===== config.mk =====
export PLATFORM = sky130hd
export DESIGN_NAME = conv_output_serializer
export DESIGN_NICKNAME = d
export VERILOG_FILES = /design/src/rtl/conv_ser_pkg.sv /design/src/rtl/conv_output_serializer.sv
export SDC_FILE = /design/constraint.sdc
export NUM_CORES = 2
export LEC_CHECK = 0
export BUFFER_PORTS_ARGS = -buffer_cell sky130_fd_sc_hd__buf_2
export CAP_MARGIN = 10
export CELL_PAD_IN_SITES_DETAIL_PLACEMENT = 0
export CELL_PAD_IN_SITES_GLOBAL_PLACEMENT = 1
export CORE_AREA = 2 2 757 759
export DETAILED_ROUTE_END_ITERATION = 12
export DIE_AREA = 0 0 759 761
export HOLD_SLACK_MARGIN = 0.05
export MAX_ROUTING_LAYER = met4
export PLACE_DENSITY_LB_ADDON = 0.1
export SLEW_MARGIN = 30
export SYNTH_ARGS = -nofsm -noshare
export SYNTH_HDL_FRONTEND = slang
export SYNTH_SLANG_ARGS = --single-unit

===== constraint.sdc =====
create_clock -name clk -period 164.8 [get_ports clk]
set_clock_uncertainty 0.05 [all_clocks]
set_input_delay 16.48 -clock clk [delete_from_list [all_inputs] [get_ports clk]]
set_output_delay 16.48 -clock clk [all_outputs]
set_load 0.005 [all_outputs]

===== src/rtl/conv_ser_pkg.sv =====
// conv_ser_pkg
// Shared definitions for the convolution output serializer:
//   - conv_ser_state_t : FSM state encoding (IDLE, SEND, DONE)
//   - FP16_SIGN_BIT    : bit position of the FP16 sign flag
//   - conv_ser_idx_w() : width of the word index, never less than 1 bit
package conv_ser_pkg;

  typedef enum logic [1:0] {
    ST_IDLE = 2'd0,
    ST_SEND = 2'd1,
    ST_DONE = 2'd2
  } conv_ser_state_t;

  localparam int FP16_SIGN_BIT = 15;

  // A single-word stream still needs a 1-bit index port.
  function automatic int conv_ser_idx_w(input int n);
    return (n <= 2) ? 1 : $clog2(n);
  endfunction

endpackage


===== src/rtl/conv_output_serializer.sv =====
// conv_output_serializer
// Captures the flat FP16 result vector of a convolution layer on a start
// request and streams it out one word per valid/ready transfer, in
// ascending word index order.
//
// Ports:
//   clk        in   clock, all state changes on posedge
//   reset      in   synchronous active-high reset
//   start      in   one-cycle request to capture data_in and stream it
//   data_in    in   N*DATA_WIDTH flat vector, word i at [i*DATA_WIDTH +: DATA_WIDTH]
//   busy       out  high while streaming and during the done cycle
//   out_data   out  current word (0 outside SEND)
//   out_valid  out  out_data is valid
//   out_ready  in   consumer accepts the current word
//   out_last   out  current word is index N-1
//   out_index  out  index of the current word
//   done       out  one-cycle pulse after the final transfer
//
// Build option:
//   CONV_SER_RELU_EN  when defined, words with the sign bit set are
//                     emitted as 0x0000 (negatives, -0, negative NaN).
//
// state | meaning
// ------+------------------------------------------------------------
// IDLE  | waiting for start; outputs quiet
// SEND  | presenting word[index]; advances on each accepted transfer
// DONE  | one-cycle done pulse, then back to IDLE unconditionally
module conv_output_serializer
  import conv_ser_pkg::*;
#(
  parameter int DATA_WIDTH     = 16,
  parameter int output_channel = 120,
  parameter int OH             = 1,
  parameter int OW             = 1,
  localparam int N             = output_channel * OH * OW,
  localparam int IDX_W         = conv_ser_idx_w(N)
) (
  input  logic                    clk,
  input  logic                    reset,
  input  logic                    start,
  input  logic [N*DATA_WIDTH-1:0] data_in,
  output logic                    busy,
  output logic [DATA_WIDTH-1:0]   out_data,
  output logic                    out_valid,
  input  logic                    out_ready,
  output logic                    out_last,
  output logic [IDX_W-1:0]        out_index,
  output logic                    done
);

  localparam logic [IDX_W-1:0] LAST_IDX = IDX_W'(N - 1);

  conv_ser_state_t state_q, state_d;
  logic [IDX_W-1:0] index_q, index_d;
  logic             capture;

  // Shadow copy of the layer result; deliberately not reset, it is only
  // ever read after a capture.
  logic [DATA_WIDTH-1:0] shadow [N];
  logic [DATA_WIDTH-1:0] cur_word;

  always_ff @(posedge clk) begin
    if (reset) begin
      state_q <= ST_IDLE;
      index_q <= '0;
    end else begin
      state_q <= state_d;
      index_q <= index_d;
    end
  end

  always_ff @(posedge clk) begin
    if (!reset && capture) begin
      for (int i = 0; i < N; i++) begin
        shadow[i] <= data_in[i*DATA_WIDTH +: DATA_WIDTH];
      end
    end
  end

  always_comb begin
    state_d = state_q;
    index_d = index_q;
    capture = 1'b0;
    case (state_q)
      ST_IDLE: begin
        if (start) begin
          capture = 1'b1;
          index_d = '0;
          state_d = ST_SEND;
        end
      end
      ST_SEND: begin
        if (out_ready) begin
          if (index_q == LAST_IDX) begin
            state_d = ST_DONE;
          end else begin
            index_d = index_q + 1'b1;
          end
        end
      end
      ST_DONE: begin
        index_d = '0;
        state_d = ST_IDLE;
      end
      default: begin
        index_d = '0;
        state_d = ST_IDLE;
      end
    endcase
  end

  assign cur_word = shadow[index_q];

  always_comb begin
    out_valid = (state_q == ST_SEND);
    busy      = (state_q != ST_IDLE);
    done      = (state_q == ST_DONE);
    out_last  = (state_q == ST_SEND) && (index_q == LAST_IDX);
    out_index = index_q;
    out_data  = '0;
    if (state_q == ST_SEND) begin
`ifdef CONV_SER_RELU_EN
      // Clamp on the output path only; the shadow keeps the raw word.
      out_data = cur_word[FP16_SIGN_BIT] ? '0 : cur_word;
`else
      out_data = cur_word;
`endif
    end
  end

endmodule


==> metrics.txt <==
status=finished, final reports clean; leakage=roughly 34 nW; initial antenna violation count=888; Logic pwr share=under 10%; Seq cells post-synth=around 1900; CTS resizes=0; Sw Share=23.9%; final instance area=between 100000 and 150000 um2; max_cap viols=0; post-layout minimum cycle time=23420 ps; vias per inst=about 3.4; Chip Width=~760 um; first-pass GRT wire length=approximately 550000 um; RR Startpoint=state_q[0]$_SDFFE_PP0P_; CP delay by family, top=buffers and inverters; critical path depth=11; Area Growth Syn to Fin=39.4%; clk root buf=clkbuf_16; r2r worst-path depth=8; IO Count=between 1500 and 2000; min-delay worst type=reg2reg; Crit. End Element=primary output; hold depth=2; fillers=approximately 60000; num rows=about 280; routed wl met2=roughly 220000 um; largest net degree at the start of global routing=roughly 160; global route overflow=0; sequential element share of the synthesized area=roughly four fifths; PwrDens=about 12 nW/um2; drt pass-1 iters=6; Int Power=~930 uW; Slew HR=between 20% and 30%; dpl hpwl=about 350000 um; unrepaired setup endpoints after global routing=false; Remaining DRCs=0; hold_buf cts=0; placed cell areas=around 93000 um2; Hold Crit Start=out_index[1]$_SDFFE_PP0N_; cell count after placement=~13000; sequential cell area=58000 um2; Clock Latency Late Sink=940 ps; Async SR Flop Fraction=0%; Post-synth EDFFs=about 1900; Post-synth top flop=edfxtp_1; CTS Sinks=between 1500 and 2000; DRT Wirelength=between 400000 and 500000 um; drt wl/cell=~32 um; Initial Utilization=around 13%; Layout Nets=7491; share of cells above drive strength 1=approximately 50%; Setup Fix Bufs, Post-CTS=0; setup_tns=0 ps; yosys synthesis warning count=0; die footprint=578000 um2; Multi-input gate area=about 15000 um2; Slew Limit Fails=0; commonest non-fill, non-tap cell in the layout=buf_2; post-route ant nets=0; Mean Syn Cell Area=21.7 um2; Slew @ Worst Pin=between 1000 and 1500 ps; critical path buffer and inverter count=5; core box area=about 570000 um2; GRT Resource Usage Total=15.2%; most frequent cells in the layout=buf_2 (1950), edfxtp_1 (1920), mux4_2 (349); Worst Path Required=about 150000 ps; Post-Syn Area=~74000 um2; IO buf count=between 1500 and 2000; WL met1=about 170000 um; CP max FO=43; CTS tree=built; vias in the first global route=just under 50000; highest clock rate=between 0.04 and 0.05 GHz; met3 routed WL=42300 um; arrival time worst endpoint=approximately 6900 ps; Setup CP Type=reg2out; Core Util, Final=a little under a fifth; CP startpoint kind=flip-flop; peak per-stage delay on the critical path=around 800 ps; uppermost layer routed=met4; register clock-pin slew on the reported worst setup and hold paths=around 50 ps; CTS Buffer Depth=4; clock share of power=47.9%; CP max stage cell=buf_4; vias=46895; CP cell instances=buf_4 -> buf_4 -> buf_4 -> buf_4 -> mux2i_1 -> a22oi_1 -> nand3_1 -> nand4_1 -> nand2_1 -> nand4_1 -> buf_2; DIE HEIGHT=approximately 760 um; endpoints failing setup=0; Net Sw Power=a little under 300 uW; worst ir drop on vdd=approximately 7.4 uV; final non-filler cell total=around 14000; Hold Fails Final Rpt=0; total design power=around 1.2 mW; Syn Nets=approximately 5300; Flop pwr share=~47%; Placer Congestion=between 0.7 and 0.8; CTS Buf Count=276; H-tree levels=5; period utilization=~14%; CP most frequent cell=buf_4; Mapped Cells=around 3400; initial drt markers=approximately 3500; synth unique cells=49
final timing paths:
path / slack (ps) / end
min: 540 / flip-flop
max reg2reg: 158890 / shadow[3][12]$_DFFE_PP_
max: 141380 / out_data[13]
min reg2reg: 540 / flip-flop
kinds of logic (layout without fill, tap and decap cells):
logic type                 count (synthesis)  after routing  share of synthesized area (%)
xor gates and xnor gates                   5              5                         0.0594
and+or+nand+nor                          244            244                           1.68
DFF                                     1936           1936                           78.6
muxes                                    658            658                           14.8
buffers and inverters                    188           2565                           1.34
AOI/OAI and AO/OA                        369            369                           3.48
adders and majority gates                  1              1                         0.0170
other                                      0            365                              0
power groups by stage:
stage | logic, mW | registers, mW | clock network (mW)
2_1_floorplan | 0.0244 | 0.673 | 0
3_3_place_gp | 0.0660 | 0.582 | 0
3_5_place_dp | 0.0665 | 0.581 | 0
4_1_cts | 0.0668 | 0.571 | 0.612
5_1_grt | 0.0702 | 0.572 | 0.628
6_report | 0.0641 | 0.571 | 0.585
metal layers:
layer	global-route usage (%)	up-vias
met3	5.90	1283
met2	26.2	2884
met1	16.6	23320
met5	-	-
li1	-	19408
met4	3.07	0
layout make-up:
type	count	area share, %
clock inverter	159	1.33
sequential	1936	56.4
antenna	365	0.888
clock buffer	331	7.00
multi-input combinational	1277	14.6
inverter	3	0.0134
tap	7560	9.20
timing repair buffer	2072	10.5
cells in the mapped netlist (25+ instances only):
cell      instances  area [um2]
buf_4            26         195
clkbuf_1         58         218
o21ai_0          25         125
a211oi_1         26         195
mux4_2          349        7860
o22ai_1          37         231
buf_2            75         375
nand2_1          65         244
edfxtp_1       1920       57700
a22oi_1         182        1370
a21oi_1          44         220
nor2_1           26        97.6
nand3_1          59         295
mux2i_1         309        3090
worst reg2reg max path, delay by kind of cell, from the launching register on:
| kind | cells | cell delay [ps] |
|---|---|---|
| and+or+nand+nor | 2 | 530 |
| buffers and inverters | 6 | 4390 |
| DFF | 1 | 440 |
flip-flops by register name (all words and copies together) (netlist names), named ones only:
signal,count
shadow,1920
out_index,7
state_q,2
metrics by stage:
stage	hold slack, ps	worst slack (ps)
2_1_floorplan	434	12390
3_3_place_gp	542	141820
3_5_place_dp	524	141840
4_1_cts	540	140790
5_1_grt	579	140910
6_report	537	141380
No activity file was read; power rests on OpenSTA's default activity.
